File: config.mk
export PLATFORM = sky130hd
export DESIGN_NAME = seq_shift_add_multiplier_flat
export DESIGN_NICKNAME = d
export VERILOG_FILES = /design/src/rtl/mult_pkg.sv /design/src/rtl/seq_shift_add_multiplier_if.sv /design/src/rtl/seq_shift_add_multiplier.sv /design/src/flat_wrapper.sv
export SDC_FILE = /design/constraint.sdc
export NUM_CORES = 1
export LEC_CHECK = 0
export CORE_MARGIN = 3
export CORE_UTILIZATION = 45
export DETAILED_ROUTE_END_ITERATION = 10
export GPL_ROUTABILITY_DRIVEN = 1
export PLACE_DENSITY = 0.75
export SETUP_SLACK_MARGIN = 0.15
export SYNTH_ARGS = -nofsm -noshare
export SYNTH_HDL_FRONTEND = slang
export SYNTH_SLANG_ARGS = --single-unit
File: constraint.sdc
create_clock -name clk -period 4.41 [get_ports clk]
set_input_delay 0.441 -clock clk [delete_from_list [all_inputs] [get_ports clk]]
set_output_delay 0.441 -clock clk [all_outputs]
set_load 0.01 [all_outputs]
File: src/rtl/mult_pkg.sv
// Shared definitions for the sequential shift-and-add multiplier:
// FSM state encoding and the iteration-counter width helper.
package mult_pkg;

   typedef enum logic [1:0] {
      ST_IDLE = 2'd0,
      ST_RUN  = 2'd1,
      ST_DONE = 2'd2
   } state_t;

   // Counter must hold B_WIDTH itself, so it needs one more code than B_WIDTH-1.
   function automatic int cnt_width(input int b_width);
      return $clog2(b_width + 1);
   endfunction

endpackage

File: src/rtl/seq_shift_add_multiplier_if.sv
// Start/done handshake bundle between the operand source and the multiplier.
// Widths follow the multiplier's A_WIDTH/B_WIDTH; the product is their sum.
interface seq_shift_add_multiplier_if #(
   parameter int A_WIDTH = 4,
   parameter int B_WIDTH = 3
);

   logic                         start;
   logic [A_WIDTH-1:0]           a;
   logic [B_WIDTH-1:0]           b;
   logic                         busy;
   logic                         done;
   logic [A_WIDTH+B_WIDTH-1:0]   product;

   modport master (
      output start,
      output a,
      output b,
      input  busy,
      input  done,
      input  product
   );

   modport slave (
      input  start,
      input  a,
      input  b,
      output busy,
      output done,
      output product
   );

endinterface

File: src/rtl/seq_shift_add_multiplier.sv
// Unsigned sequential multiplier: one multiplier bit per cycle, fixed latency of
// B_WIDTH RUN cycles followed by a single DONE cycle that pulses done.
module seq_shift_add_multiplier
   import mult_pkg::*;
#(
   parameter int A_WIDTH = 4,
   parameter int B_WIDTH = 3
) (
   input  logic                        clk,
   input  logic                        rst_n,
   seq_shift_add_multiplier_if.slave   bus
);

   localparam int P_WIDTH = A_WIDTH + B_WIDTH;
   localparam int CNT_W   = cnt_width(B_WIDTH);

   state_t              state;
   state_t              state_next;
   logic                load;
   logic                step;

   logic [P_WIDTH-1:0]  mcand;
   logic [B_WIDTH-1:0]  mplier;
   logic [P_WIDTH-1:0]  acc;
   logic [CNT_W-1:0]    cnt;

   // NOTE: sequential state uses non-blocking assignments so every register
   // samples pre-edge values regardless of block ordering.
   always_ff @(posedge clk or negedge rst_n) begin
      if (!rst_n) begin
         state <= ST_IDLE;
      end else begin
         state <= state_next;
      end
   end

   // NOTE: every output of this block gets a default first; a path that left
   // one unassigned would infer a latch.
   always_comb begin
      state_next = state;
      load       = 1'b0;
      step       = 1'b0;
      unique case (state)
         ST_IDLE: begin
            if (bus.start) begin
               load       = 1'b1;
               state_next = ST_RUN;
            end
         end
         ST_RUN: begin
            step = 1'b1;
            if (cnt == CNT_W'(1)) begin
               state_next = ST_DONE;
            end
         end
         ST_DONE: begin
            // A start here chains directly into the next operation.
            if (bus.start) begin
               load       = 1'b1;
               state_next = ST_RUN;
            end else begin
               state_next = ST_IDLE;
            end
         end
         default: begin
            state_next = ST_IDLE;
         end
      endcase
   end

   // NOTE: datapath registers are plain flops (not a memory array), so all of
   // them are reset to give a deterministic product after reset.
   always_ff @(posedge clk or negedge rst_n) begin
      if (!rst_n) begin
         mcand  <= '0;
         mplier <= '0;
         acc    <= '0;
         cnt    <= '0;
      end else if (load) begin
         mcand  <= P_WIDTH'(bus.a);
         mplier <= bus.b;
         acc    <= '0;
         cnt    <= CNT_W'(B_WIDTH);
      end else if (step) begin
         if (mplier[0]) begin
            acc <= acc + mcand;
         end
         mcand  <= mcand << 1;
         mplier <= mplier >> 1;
         cnt    <= cnt - CNT_W'(1);
      end
   end

   assign bus.busy    = (state == ST_RUN);
   assign bus.done    = (state == ST_DONE);
   assign bus.product = acc;

endmodule

File: src/flat_wrapper.sv
// flat-port wrapper written by rule: the top's interface ports become plain ports
module seq_shift_add_multiplier_flat import mult_pkg::*;
#(
   parameter int A_WIDTH = 4,
   parameter int B_WIDTH = 3
)
  (clk, rst_n, bus_start, bus_a, bus_b, bus_busy, bus_done, bus_product);
  seq_shift_add_multiplier_if #(.A_WIDTH(A_WIDTH), .B_WIDTH(B_WIDTH)) bus_i ();
  input  logic clk;
  input  logic rst_n;
  input wire logic [$bits(bus_i.start)-1:0] bus_start;
  input wire logic [$bits(bus_i.a)-1:0] bus_a;
  input wire logic [$bits(bus_i.b)-1:0] bus_b;
  output wire logic [$bits(bus_i.busy)-1:0] bus_busy;
  output wire logic [$bits(bus_i.done)-1:0] bus_done;
  output wire logic [$bits(bus_i.product)-1:0] bus_product;
  assign bus_i.start = bus_start;
  assign bus_i.a = bus_a;
  assign bus_i.b = bus_b;
  assign bus_busy = bus_i.busy;
  assign bus_done = bus_i.done;
  assign bus_product = bus_i.product;
  seq_shift_add_multiplier #(.A_WIDTH(A_WIDTH), .B_WIDTH(B_WIDTH)) u_core (.clk(clk), .rst_n(rst_n), .bus(bus_i));
endmodule
==> results.toml, run 1 <==
[outcome]
status = "complete, no violations"

[clocking]
clkSinkCount = 21
root_buffer = "clkbuf_4"
cts.repair.resized = 0
cts_setup_buffers = 0
insertion_delay_ps = 320
ctsLongestPathBuffers = 2
h-tree-depth = 1
ctsHoldBuffers = 0
path_clk_slew_ps = 110
cts_tree = "yes"
cts_made_buffers = 3

[timing]
report.final.slew_viol_count = 0
finalHoldViolations = 0
max_freq_mhz = 437
setup_viol = 0
rsz0062_at_grt = "false"
worst_pin_slew_ps = 960
skew_ps = 7.70
tns_ps = 0
min_period_ps = 2290
slew_headroom_pct = 35.8
period_share_pct = 51.9

[route]
drt_iter0_markers = 9
wl_um = 2180
dr.pass1.iters = 4
route.detailed.drc = 0
wl_met1_um = 1080
topRoutingLayerUsed = "met4"
vias = 870
ant_nets = 0
wl_met3_um = 76
wl_met2_um = 975
viasPerCell = 5.61
routedWlPerCell_um = 14.1

[final_layout]
drive_above_1_share_pct = 4.72
final_cells = 155
nets = 146
diodes = 0
area_delta_synth_final_pct = 19.4

[yosys]
synth_compound_gate_area_share_pct = 18.7
ys_warn_count = 0
yosys.area_share.simple_pct = 18.9
syn_avg_cell_area_um2 = 10.3
yosys.area_share.adder_pct = 9.62
netlist_area_um2 = 1120
syn-instance-count = 109
synth_xor_area_share_pct = 1.57
synth_seq_cells = 21
synth_nets = 127
synth_top_family_by_area = "simple AND/OR/NAND/NOR gates"
yosysSeqAreaShare_pct = 47.0
synthMuxAreaShare_pct = 0.895
synth_cell_types = 34

[critical_path]
crit_slowest_cell = "clkdlybuf4s50_1"
critPathLaunchType = "flip-flop"
cp_top_family = "buffers and inverters"
arrival_ps = 1850
cp_cell_sequence = "nand2b_1, inv_1, clkdlybuf4s50_1"
crit_path_end_kind = "output pin"
critPathMaxFanout = 13
max_stage_delay_ps = 610
critical_path.n_buffers_inverters = 2
path_class = "flip-flop to output pin"
required_ps = 3970

[global_route]
grt-ovfl-total = 0
grt_pass1_wl_um = 3750
first_global_vias = 801
antenna_found_initial = 0
grt_max_degree = 22
track_usage_pct = 15.5

[floorplanning]
ioPinCount = 19
fp-row-count = 17
fp.dieW_um = 55.9
dieArea_um2 = 3120
start_util_pct = 49.1
coreArea_um2 = 2280
die_y_um = 55.9

[power]
p_clk_share_pct = 10.6
irDropWorstVdd_uv = 395
p_switching_w = 0.000378
p_int_w = 0.000522
seqPwrFrac_pct = 38.7
powerDensity_nw_per_um2 = 674
switching_share_pct = 42.0
p_comb_share_pct = 50.7
leakage_nw = 0.636

[place]
place_congestion = 0.777
place_inst = 151
dp_hpwl_um = 1620
portBuffers = 18

[worst_hold_path]
hold_path.class = "flip-flop to flip-flop"

[job]
maxCapViolations = 0
==> stage by stage <==
stage	power [W]	util [%]	setup WS, ps	hold slack, ps	area (µm²)
after floorplan	0.000672	-	2460	145	1120
after global placement	0.000792	57.4	2340	459	1310
after detailed placement	0.000810	57.4	2360	473	1310
after CTS	0.000907	58.7	2100	490	1340
after global routing	0.000986	58.7	1980	515	1340
final	0.000899	58.7	2120	482	1340
==> cells in the final DEF, fill, tap and decap left out, types with 4 or more instances in the layout <==
master	instances
nand3_1	5
a22o_1	5
a22oi_1	4
dfrtp_1	21
ha_1	7
nor2_1	4
o21ai_0	5
nand2b_1	4
clkdlybuf4s50_1	18
nand2_1	15
==> cells in the mapped netlist, drive strengths merged <==
cell | n | area (µm²)
a2111o | 1 | 11.3
a21oi | 3 | 15.0
nand2 | 15 | 56.3
and2 | 1 | 6.26
and3b | 1 | 8.76
or3b | 1 | 8.76
nand3b | 2 | 18.8
a31o | 1 | 8.76
dfrtp | 21 | 526
o21ai | 5 | 25.0
a31oi | 3 | 18.8
nor3 | 2 | 10.0
buf | 4 | 26.3
inv | 3 | 11.3
o2111a | 1 | 11.3
nand3 | 5 | 25.0
nor2b | 2 | 12.5
ha | 7 | 87.6
fa | 1 | 20.0
nor2 | 5 | 21.3
xnor2 | 1 | 8.76
nand4 | 1 | 6.26
a22oi | 4 | 30.0
xor2 | 1 | 8.76
a211oi | 3 | 22.5
and3 | 1 | 6.26
nor4 | 1 | 6.26
nand2b | 4 | 25.0
mux2i | 1 | 10.0
a22o | 5 | 43.8
a21o | 3 | 22.5
==> per-layer routing <==
layer	global-route usage, %	up-vias
met5	0	-
met4	8.14	0
met3	2.78	5
met2	23.1	18
met1	21.5	414
li1	-	433
==> state kept, by name (all words and copies together) (netlist names) <==
name                flops
u_core.bus.product      7
u_core.cnt              2
u_core.mcand            7
u_core.state            2
u_core.mplier           3
==> cell families after synthesis <==
logic type	count (synthesis)
xor gates and xnor gates	2
buffers and inverters	7
DFF	21
AOI/OAI and AO/OA	29
and+or+nand+nor	41
adders and majority gates	8
muxes	1
==> worst paths after layout <==
kind	startpoint	end	slack, ps	depth (start not counted)
setup reg to reg	u_core.mcand[0]	u_core.bus.product[6]	2300	6
max in group asynchronous	rst_n	u_core.state[1]	3180	1
min in group asynchronous	rst_n	u_core.bus.product[3]	640	1
hold reg to reg	u_core.bus.product[6]	u_core.bus.product[6]	480	1
hold / removal	u_core.bus.product[6]	u_core.bus.product[6]	480	1
setup / recovery	u_core.state[1]	bus_busy	2120	3
==> area by class of cell <==
class                      count  area, µm²
fill                         183        941
multi-input combinational     81        556
sequential                    21        526
timing repair buffer          18        180
tap                           28       35.0
clock buffer                   3       22.5
inverter                       3       11.3
clock inverter                 1       5.00
==> power by group through the flow <==
stage	Combinational [W]	Clock, W	Sequential, W
floorplan	0.000328	0	0.000344
global placement	0.000447	0	0.000346
detailed placement	0.000458	0	0.000353
CTS	0.000459	0.0000996	0.000348
global route	0.000516	0.000109	0.000362
finish	0.000456	0.0000955	0.000348
Note: power is estimated with default switching activity, not from simulation.
==> run 2, diff against run 1 <==
- PLACE_DENSITY: 0.75 -> 0.78
- clock period: 4.41 -> 2 ns (I/O delays scaled with it)
==> run 2 against run 1 <==
Clock skew is 1.9 ps higher. Total power is 140% higher. Final cell count is 6.5% higher. Critical path depth is 4 higher. Sequential power is 120% higher. Critical endpoint is now u_core.bus.product[6]. Combinational power grew to 2.5 times the previous value. Count of clock-buffer cells in the layout is 1 higher. First-iteration DRC count stayed put. Sequential share of layout area is 2.5 points lower. Clock power is 130% higher. Flip-flop and latch count stayed put. Die area stayed put.
==> results.toml, run 2 (synthesis results as in run 1) <==
[place]
portBuffers = 18
place_congestion = 0.781
place_inst = 155
dp_hpwl_um = 1830

[clocking]
cts_made_buffers = 3
ctsLongestPathBuffers = 2
cts_tree = "yes"
h-tree-depth = 1
clkSinkCount = 21
root_buffer = "clkbuf_4"
insertion_delay_ps = 320
path_clk_slew_ps = 130
ctsHoldBuffers = 0

[floorplanning]
fp-row-count = 17
coreArea_um2 = 2280
ioPinCount = 19
die_y_um = 55.9
dieArea_um2 = 3120
fp.dieW_um = 55.9
start_util_pct = 49.1

[global_route]
track_usage_pct = 18.4
grt-ovfl-total = 0
grt_pass1_wl_um = 4490
first_global_vias = 1005
antenna_found_initial = 0
grt_max_degree = 22

[critical_path]
critPathLaunchType = "flip-flop"
path_class = "flip-flop to flip-flop"
required_ps = 2240
crit_path_end_kind = "flip-flop"
arrival_ps = 2090
critPathMaxFanout = 2

[timing]
worst_pin_slew_ps = 417
period_share_pct = 92.3
rsz0062_at_grt = "true"
min_period_ps = 1850
finalHoldViolations = 0
max_freq_mhz = 542
report.final.slew_viol_count = 0
setup_viol = 0
whs_ps = 205
slew_headroom_pct = 72.1
skew_ps = 9.57
tns_ps = 0

[final_layout]
nets = 156
final_cell_mix = "dfrtp_1 (21), clkdlybuf4s50_1 (18), nand2_1 (15)"
drive_above_1_share_pct = 14.6
fill_cells = 196
area_delta_synth_final_pct = 27.5
final_cells = 165
layout_commonest_cell = "dfrtp_1"
diodes = 0

[worst_hold_path]
hold_path.class = "input pin to async pin"

[power]
irDropWorstVdd_uv = 1050
leakage_nw = 0.679
finalPower_w = 0.00215
powerDensity_nw_per_um2 = 1510

[route]
wl_um = 2550
routedWlPerCell_um = 15.5
dr.pass1.iters = 4
ant_nets = 0
route.detailed.drc = 0
vias = 925
drt_iter0_markers = 9
viasPerCell = 5.61

[outcome]
status = "complete, no violations"

[job]
maxCapViolations = 0
==> run 2: metrics by stage <==
step                cell area [µm²]  util (%)  worst slack, ps
floorplan                      1120         -              154
global placement               1340      59.0              135
detailed placement             1340      59.0             30.4
CTS                            1400      61.7             65.1
global route                   1430      62.7              105
finish                         1430      62.7              155
==> run 2: per-layer routing <==
metal | global-route usage, % | up-vias | wire [µm]
met5 | 0 | - | 0
met4 | 10.8 | 0 | 63
met3 | 2.32 | 7 | 75
met2 | 32.1 | 16 | 1270
met1 | 21.6 | 446 | 1140
li1 | - | 456 | -
==> run 2: worst paths after layout <==
kind	from	to	slack (ps)	cells after the start
min in group clk	bus_b[1]	u_core.mplier[1]	460	3
max reg2reg	u_core.bus.product[0]	u_core.bus.product[6]	150	7
min reg2reg	u_core.cnt[0]	u_core.cnt[0]	500	1
max	u_core.bus.product[0]	u_core.bus.product[6]	150	7
max in group asynchronous	rst_n	u_core.mcand[1]	1570	2
min	rst_n	u_core.bus.product[2]	210	2
==> run 2: critical path, stage by stage, from the launching register on <==
cell,delay [ps]
dfrtp_1,410
ha_2,200
fa_2,350
a211oi_2,250
buf_4,160
o2111a_1,180
nor3_2,50
mux2i_1,180
==> run 2: timing repair <==
| item | in CTS | in global routing |
|---|---|---|
| buffers inserted | 4 | 2 |
| pin swaps | 5 | 5 |
| setup endpoints to repair | 1 | 2 |
| gates resized for setup | 2 | 2 |
==> run 2: cell type report <==
type                            instances  area [µm²]  share of cell area [%]
Tap cell                               28        35.0                    2.46
Multi-Input combinational cell         81         573                    40.2
Clock buffer                            4        26.3                    1.84
Timing Repair Buffer                   28         255                    17.9
Inverter                                3        11.3                   0.789
Sequential cell                        21         526                    36.8
==> run 2: power breakdown <==
group	leakage, nW	switching (W)	internal [W]
Combinational	0.397	0.000597	0.000567
Clock	0.0150	0.000139	0.0000781
Sequential	0.267	0.000164	0.000606
Total	0.679	0.000899	0.00125
==> run 3, diff against run 2 <==
- PLACE_DENSITY: 0.78 -> 0.75
- clock period: 2 -> 1.74 ns (I/O delays scaled with it)
==> run 3 against run 2 <==
The flow now finishes with violations (setup timing). Critical endpoint unchanged. Hold slack got worse by 22 ps. Non-clock buffer count up 10. Largest cell class unchanged. Via count increased by 5.2%. Critical path type unchanged. Largest power group unchanged. Clock power up 14%. Fmax is 1.2% lower. Total power up 26%.
==> results.toml, run 3 (synthesis results as in run 1) <==
[outcome]
status = "finished, violations left"
violations = "setup timing"

[route]
routedWlPerCell_um = 15.3
route.detailed.drc = 0
ant_nets = 0
wl_um = 2680
viasPerCell = 5.56
vias = 973
dr.pass1.iters = 4
drt_iter0_markers = 16

[worst_hold_path]
hold_path.class = "input pin to async pin"

[clocking]
cts_tree = "yes"
ctsLongestPathBuffers = 2
h-tree-depth = 1
root_buffer = "clkbuf_4"
cts_made_buffers = 3
path_clk_slew_ps = 120
ctsHoldBuffers = 0
clkSinkCount = 21
insertion_delay_ps = 310

[global_route]
grt_pass1_wl_um = 4170
grt-ovfl-total = 0
first_global_vias = 916
track_usage_pct = 17.1
antenna_found_initial = 0
grt_max_degree = 22

[timing]
rsz0062_at_grt = "true"
setup_slack_ps = -127
slew_headroom_pct = 75.2
report.final.slew_viol_count = 0
min_period_ps = 1870
tns_ps = -252
period_share_pct = 107
worst_pin_slew_ps = 368
max_freq_mhz = 536
setup_viol = 4
skew_ps = 3.48
finalHoldViolations = 0

[critical_path]
critical_path.n_buffers_inverters = 0
max_stage_delay_ps = 410
rr_endpoint = "u_core.bus.product[6]"
timing.rr.start = "u_core.mcand[0]"
required_ps = 1990
cp_cell_sequence = "ha_2, fa_2, a211oi_2, nor4_1, nor3_1, mux2i_1"
critPathLaunchType = "flip-flop"
cp_top_family = "adder cells"
path_class = "flip-flop to flip-flop"
crit_slowest_cell = "dfrtp_1"
arrival_ps = 2110
critPathMaxFanout = 3
ff2ff_setup_slack_ps = -130
r2r_cells = 6
crit_path_end_kind = "flip-flop"

[final_layout]
final_cell_area_um2 = 1560
layout_commonest_cell = "dfrtp_1"
final_cell_mix = "dfrtp_1 (20), buf_4 (17), nand2_1 (15)"
drive_above_1_share_pct = 24.5
area_delta_synth_final_pct = 39.4
final_cells = 175
diodes = 0
nets = 166

[place]
place_inst = 159
post_dp_cell_area_um2 = 1390
portBuffers = 18
place_ws_ps = -98.4
dp_hpwl_um = 1820
place_congestion = 0.791

[power]
seqPwrFrac_pct = 32.9
p_clk_share_pct = 9.1
finalPower_w = 0.00271
switching_share_pct = 41.3
p_switching_w = 0.00112
p_int_w = 0.00159
leakage_nw = 0.787
irDropWorstVdd_uv = 1040
p_comb_share_pct = 58.0
powerDensity_nw_per_um2 = 1740

[job]
maxCapViolations = 0

[floorplanning]
coreArea_um2 = 2280
fp.dieW_um = 55.9
fp-row-count = 17
ioPinCount = 19
dieArea_um2 = 3120
start_util_pct = 49.1
die_y_um = 55.9
==> run 3: cell count changes in the layout (fill, tap and decap cells not counted), sizes merged <==
cell           delta
clkdlybuf4s50     -4
dlymetal6s2s      +3
dlygate4sd2       +1
buf              +10
==> run 3: through the flow <==
step | utilization [%] | hold WS [ps]
3_5_place_dp | 61.1 | 486
6_report | 68.5 | 183
3_3_place_gp | 61.1 | 466
5_1_grt | 68.5 | 202
4_1_cts | 66.3 | 189
2_1_floorplan | - | -122
==> run 3: final cells by class <==
class	count	area, µm²
inverters	3	11.3
flip-flops and latches	21	527
repair buffers	38	348
multi-input cells	81	612
fillers	170	717
well taps	28	35.0
clock buffers	4	26.3
==> run 3: metal layers <==
layer	part of all wire, %	wire [µm]	track usage (%)
met1	46	1250	21.3
met2	47	1270	29.1
met3	4.6	123	3.02
met4	1.7	45	7.46
met5	0	0	0
==> run 3: worst max path at each step <==
stage | slack [ps] | to | startpoint | depth (start not counted)
2_1_floorplan | -30 | u_core.bus.product[6] | u_core.bus.product[0] | 6
3_3_place_gp | -40 | u_core.bus.product[6] | u_core.bus.product[0] | 6
3_5_place_dp | -100 | u_core.bus.product[6] | u_core.mcand[0] | 6
4_1_cts | -100 | u_core.bus.product[6] | u_core.mcand[0] | 6
5_1_grt | -200 | u_core.bus.product[6] | u_core.bus.product[0] | 6
6_report | -130 | u_core.bus.product[6] | u_core.mcand[0] | 6
==> run 3: what timing repair did <==
action	4_1_cts	5_1_grt
setup endpoints to repair	5	8
buffers inserted	9	3
gates resized for setup	6	9
pin swaps	8	7
==> run 3: power by group through the flow <==
stage | sequential (W) | combinational (W) | clock, W
floorplan | 0.000884 | 0.000865 | 0
global placement | 0.000887 | 0.00129 | 0
detailed placement | 0.000904 | 0.00134 | 0
CTS | 0.000891 | 0.00147 | 0.000252
global route | 0.000919 | 0.00173 | 0.000273
finish | 0.000890 | 0.00157 | 0.000247
==> run 3: worst reg2reg max path: cells and delay by family, from the launching register on <==
kind	cells	cell delay, ps
adders and majority gates	2	550
DFF	1	410
and+or+nand+nor	2	370
AOI/OAI and AO/OA	1	260
muxes	1	220
==> RTL edit, RTL diff (flow settings as in run 3) <==
`B_WIDTH` is set to 3 in 3 places; all go to 5.
--- a/src/rtl/seq_shift_add_multiplier_if.sv
+++ b/src/rtl/seq_shift_add_multiplier_if.sv
@@ -4,3 +4,3 @@
    parameter int A_WIDTH = 4,
-   parameter int B_WIDTH = 3
+   parameter int B_WIDTH = 5
 );
--- a/src/rtl/seq_shift_add_multiplier.sv
+++ b/src/rtl/seq_shift_add_multiplier.sv
@@ -6,3 +6,3 @@
    parameter int A_WIDTH = 4,
-   parameter int B_WIDTH = 3
+   parameter int B_WIDTH = 5
 ) (
--- a/src/flat_wrapper.sv
+++ b/src/flat_wrapper.sv
@@ -4,3 +4,3 @@
    parameter int A_WIDTH = 4,
-   parameter int B_WIDTH = 3
+   parameter int B_WIDTH = 5
 )
Ports: changed (resized bus_b and bus_product); port bits go from 19 to 23. No check against the original RTL was run, so the function may have changed too.
==> RTL edit against run 3 <==
The flow still finishes with violations (setup timing); area after synthesis up 38%; total power up 31%; sequential power increased by 30%; setup slack got worse by 0.023 ns; routed wire length increased by 26%; sequential share of layout area is essentially flat; non-clock buffer count increased by 3; via count increased by 33%; synthesized cell count rose by 43%; sequential cell count grew 7; design area grew 33%; combinational power grew 25%; clock skew rose by 0.0043 ns; highest routed layer unchanged.
==> RTL edit: results (changes against run 3) <==
- Status: finished with violations
- Violations in the final reports: setup timing
- Total negative slack: -0.306 ns (-0.0537 ns)
- Wirelength per Cell: 14.2 um (-7.3%)
- Detailed placement HPWL: 2.37 mm (+31%)
- Fin nets: 218 (+31%)
- Layout cells sized above 1: 20.6% (-3.9 points)
- DR vias: 1,294 (+33%)
- Cell count after placement: 229 (+44%)
- Routability congestion estimate: 0.798 (+0.86%)
- Worst reg2reg path depth: 8 (+2)
- RR Startpoint: u_core.bus.product[0]
- Initial DRC count: 62 (+46)
- Post-Route WL: 3.38 mm (+26%)
- Fill cells: 253 (+49%)
- Synth unique cells: 39 (+15%)
- Setup Viol. Count Final: 4 (unchanged)
- Crit path setup slack, layout: -0.150 ns (-0.0232 ns)
- Vias in the first global route: 1,274 (+39%)
- Sequential cell area fraction in the yosys report: 45.2% (-1.7 points)
- Lkg Pwr: 0.999 nW (+27%)
- Post-Syn Nets: 179 (+41%)
- Skew final: 0.00781 ns (+0.00433 ns)
- PortBufs: 22 (+4)
- Largest net degree at the start of global routing: 29 (+32%)
- VDD IR-drop max: 833 uV (-20%)
RTL edit: changes by cell type after synthesis, sizes merged, moves of 3 or more:
cell	before	now
clkbuf	0	3
a31oi	3	0
nand3	5	9
a21oi	3	7
inv	3	9
ha	7	10
mux2i	1	4
o21ai	5	10
nand2	15	21
dfrtp	21	28
RTL edit: worst max-delay path by stage:
stage	startpoint	end	slack (ns)	cells past startpoint
6_report	u_core.bus.product[0]	u_core.bus.product[8]	-0.15	8
4_1_cts	u_core.bus.product[0]	u_core.bus.product[8]	-0.15	8
3_3_place_gp	u_core.mcand[0]	u_core.bus.product[8]	-0.09	8
5_1_grt	u_core.bus.product[0]	u_core.bus.product[8]	-0.27	8
2_1_floorplan	u_core.bus.product[0]	u_core.bus.product[8]	-0.15	8
3_5_place_dp	u_core.bus.product[0]	u_core.bus.product[8]	-0.15	8
RTL edit: logic make-up after synthesis:
family,after synthesis,share of synthesized area [%]
and+or+nand+nor,55,19.1
AOI/OAI and AO/OA,37,16.1
DFF,28,45.2
buffers and inverters,16,4.77
adders and majority gates,11,9.37
xor gates and xnor gates,5,2.83
muxes,4,2.58
RTL edit: worst max-delay path, cell delays in order, from the launching register on:
cell and delay [ns]:
dfrtp_1 0.39, ha_2 0.19, inv_2 0.04, fa_2 0.34, nand2b_4 0.16, a211o_1 0.28
nand4_1 0.10, nor2b_2 0.15, mux2i_1 0.19
RTL edit: metrics by stage:
| stage | hold WS [ns] | instance area, sq um |
|---|---|---|
| 2_1_floorplan | -0.122 | 1580 |
| 3_3_place_gp | 0.454 | 1920 |
| 3_5_place_dp | 0.470 | 1920 |
| 4_1_cts | 0.197 | 2020 |
| 5_1_grt | 0.199 | 2070 |
| 6_report | 0.189 | 2070 |
RTL edit: area by class of cell:
type | instances | area (sq um) | share of cell area (%)
clock inverter | 1 | 30.0 | 1.45
multi-input combinational | 112 | 857 | 41.3
tap | 44 | 55.1 | 2.66
sequential | 28 | 701 | 33.8
timing repair buffer | 41 | 374 | 18.0
inverter | 9 | 33.8 | 1.63
clock buffer | 3 | 22.5 | 1.09
RTL edit: what timing repair did:
action                     4_1_cts  5_1_grt
pin swaps                        6        6
setup buffers                    3        2
resized for setup                9        8
setup endpoints to repair        7       17
RTL edit: per-layer routing:
| metal | vias up | part of all wire [%] | track usage (%) |
|---|---|---|---|
| met2 | 29 | 50 | 30.7 |
| li1 | 628 | - | - |
| met5 | - | 0 | 0 |
| met4 | 0 | 1.2 | 6.07 |
| met3 | 4 | 3.1 | 4.51 |
| met1 | 633 | 45 | 21.3 |
RTL edit: report_power, final:
part	internal [mW]	leakage (nW)	switching [mW]
logic	0.968	0.611	1.01
registers	0.917	0.361	0.241
clock network	0.233	0.0279	0.194
total	2.12	0.999	1.44
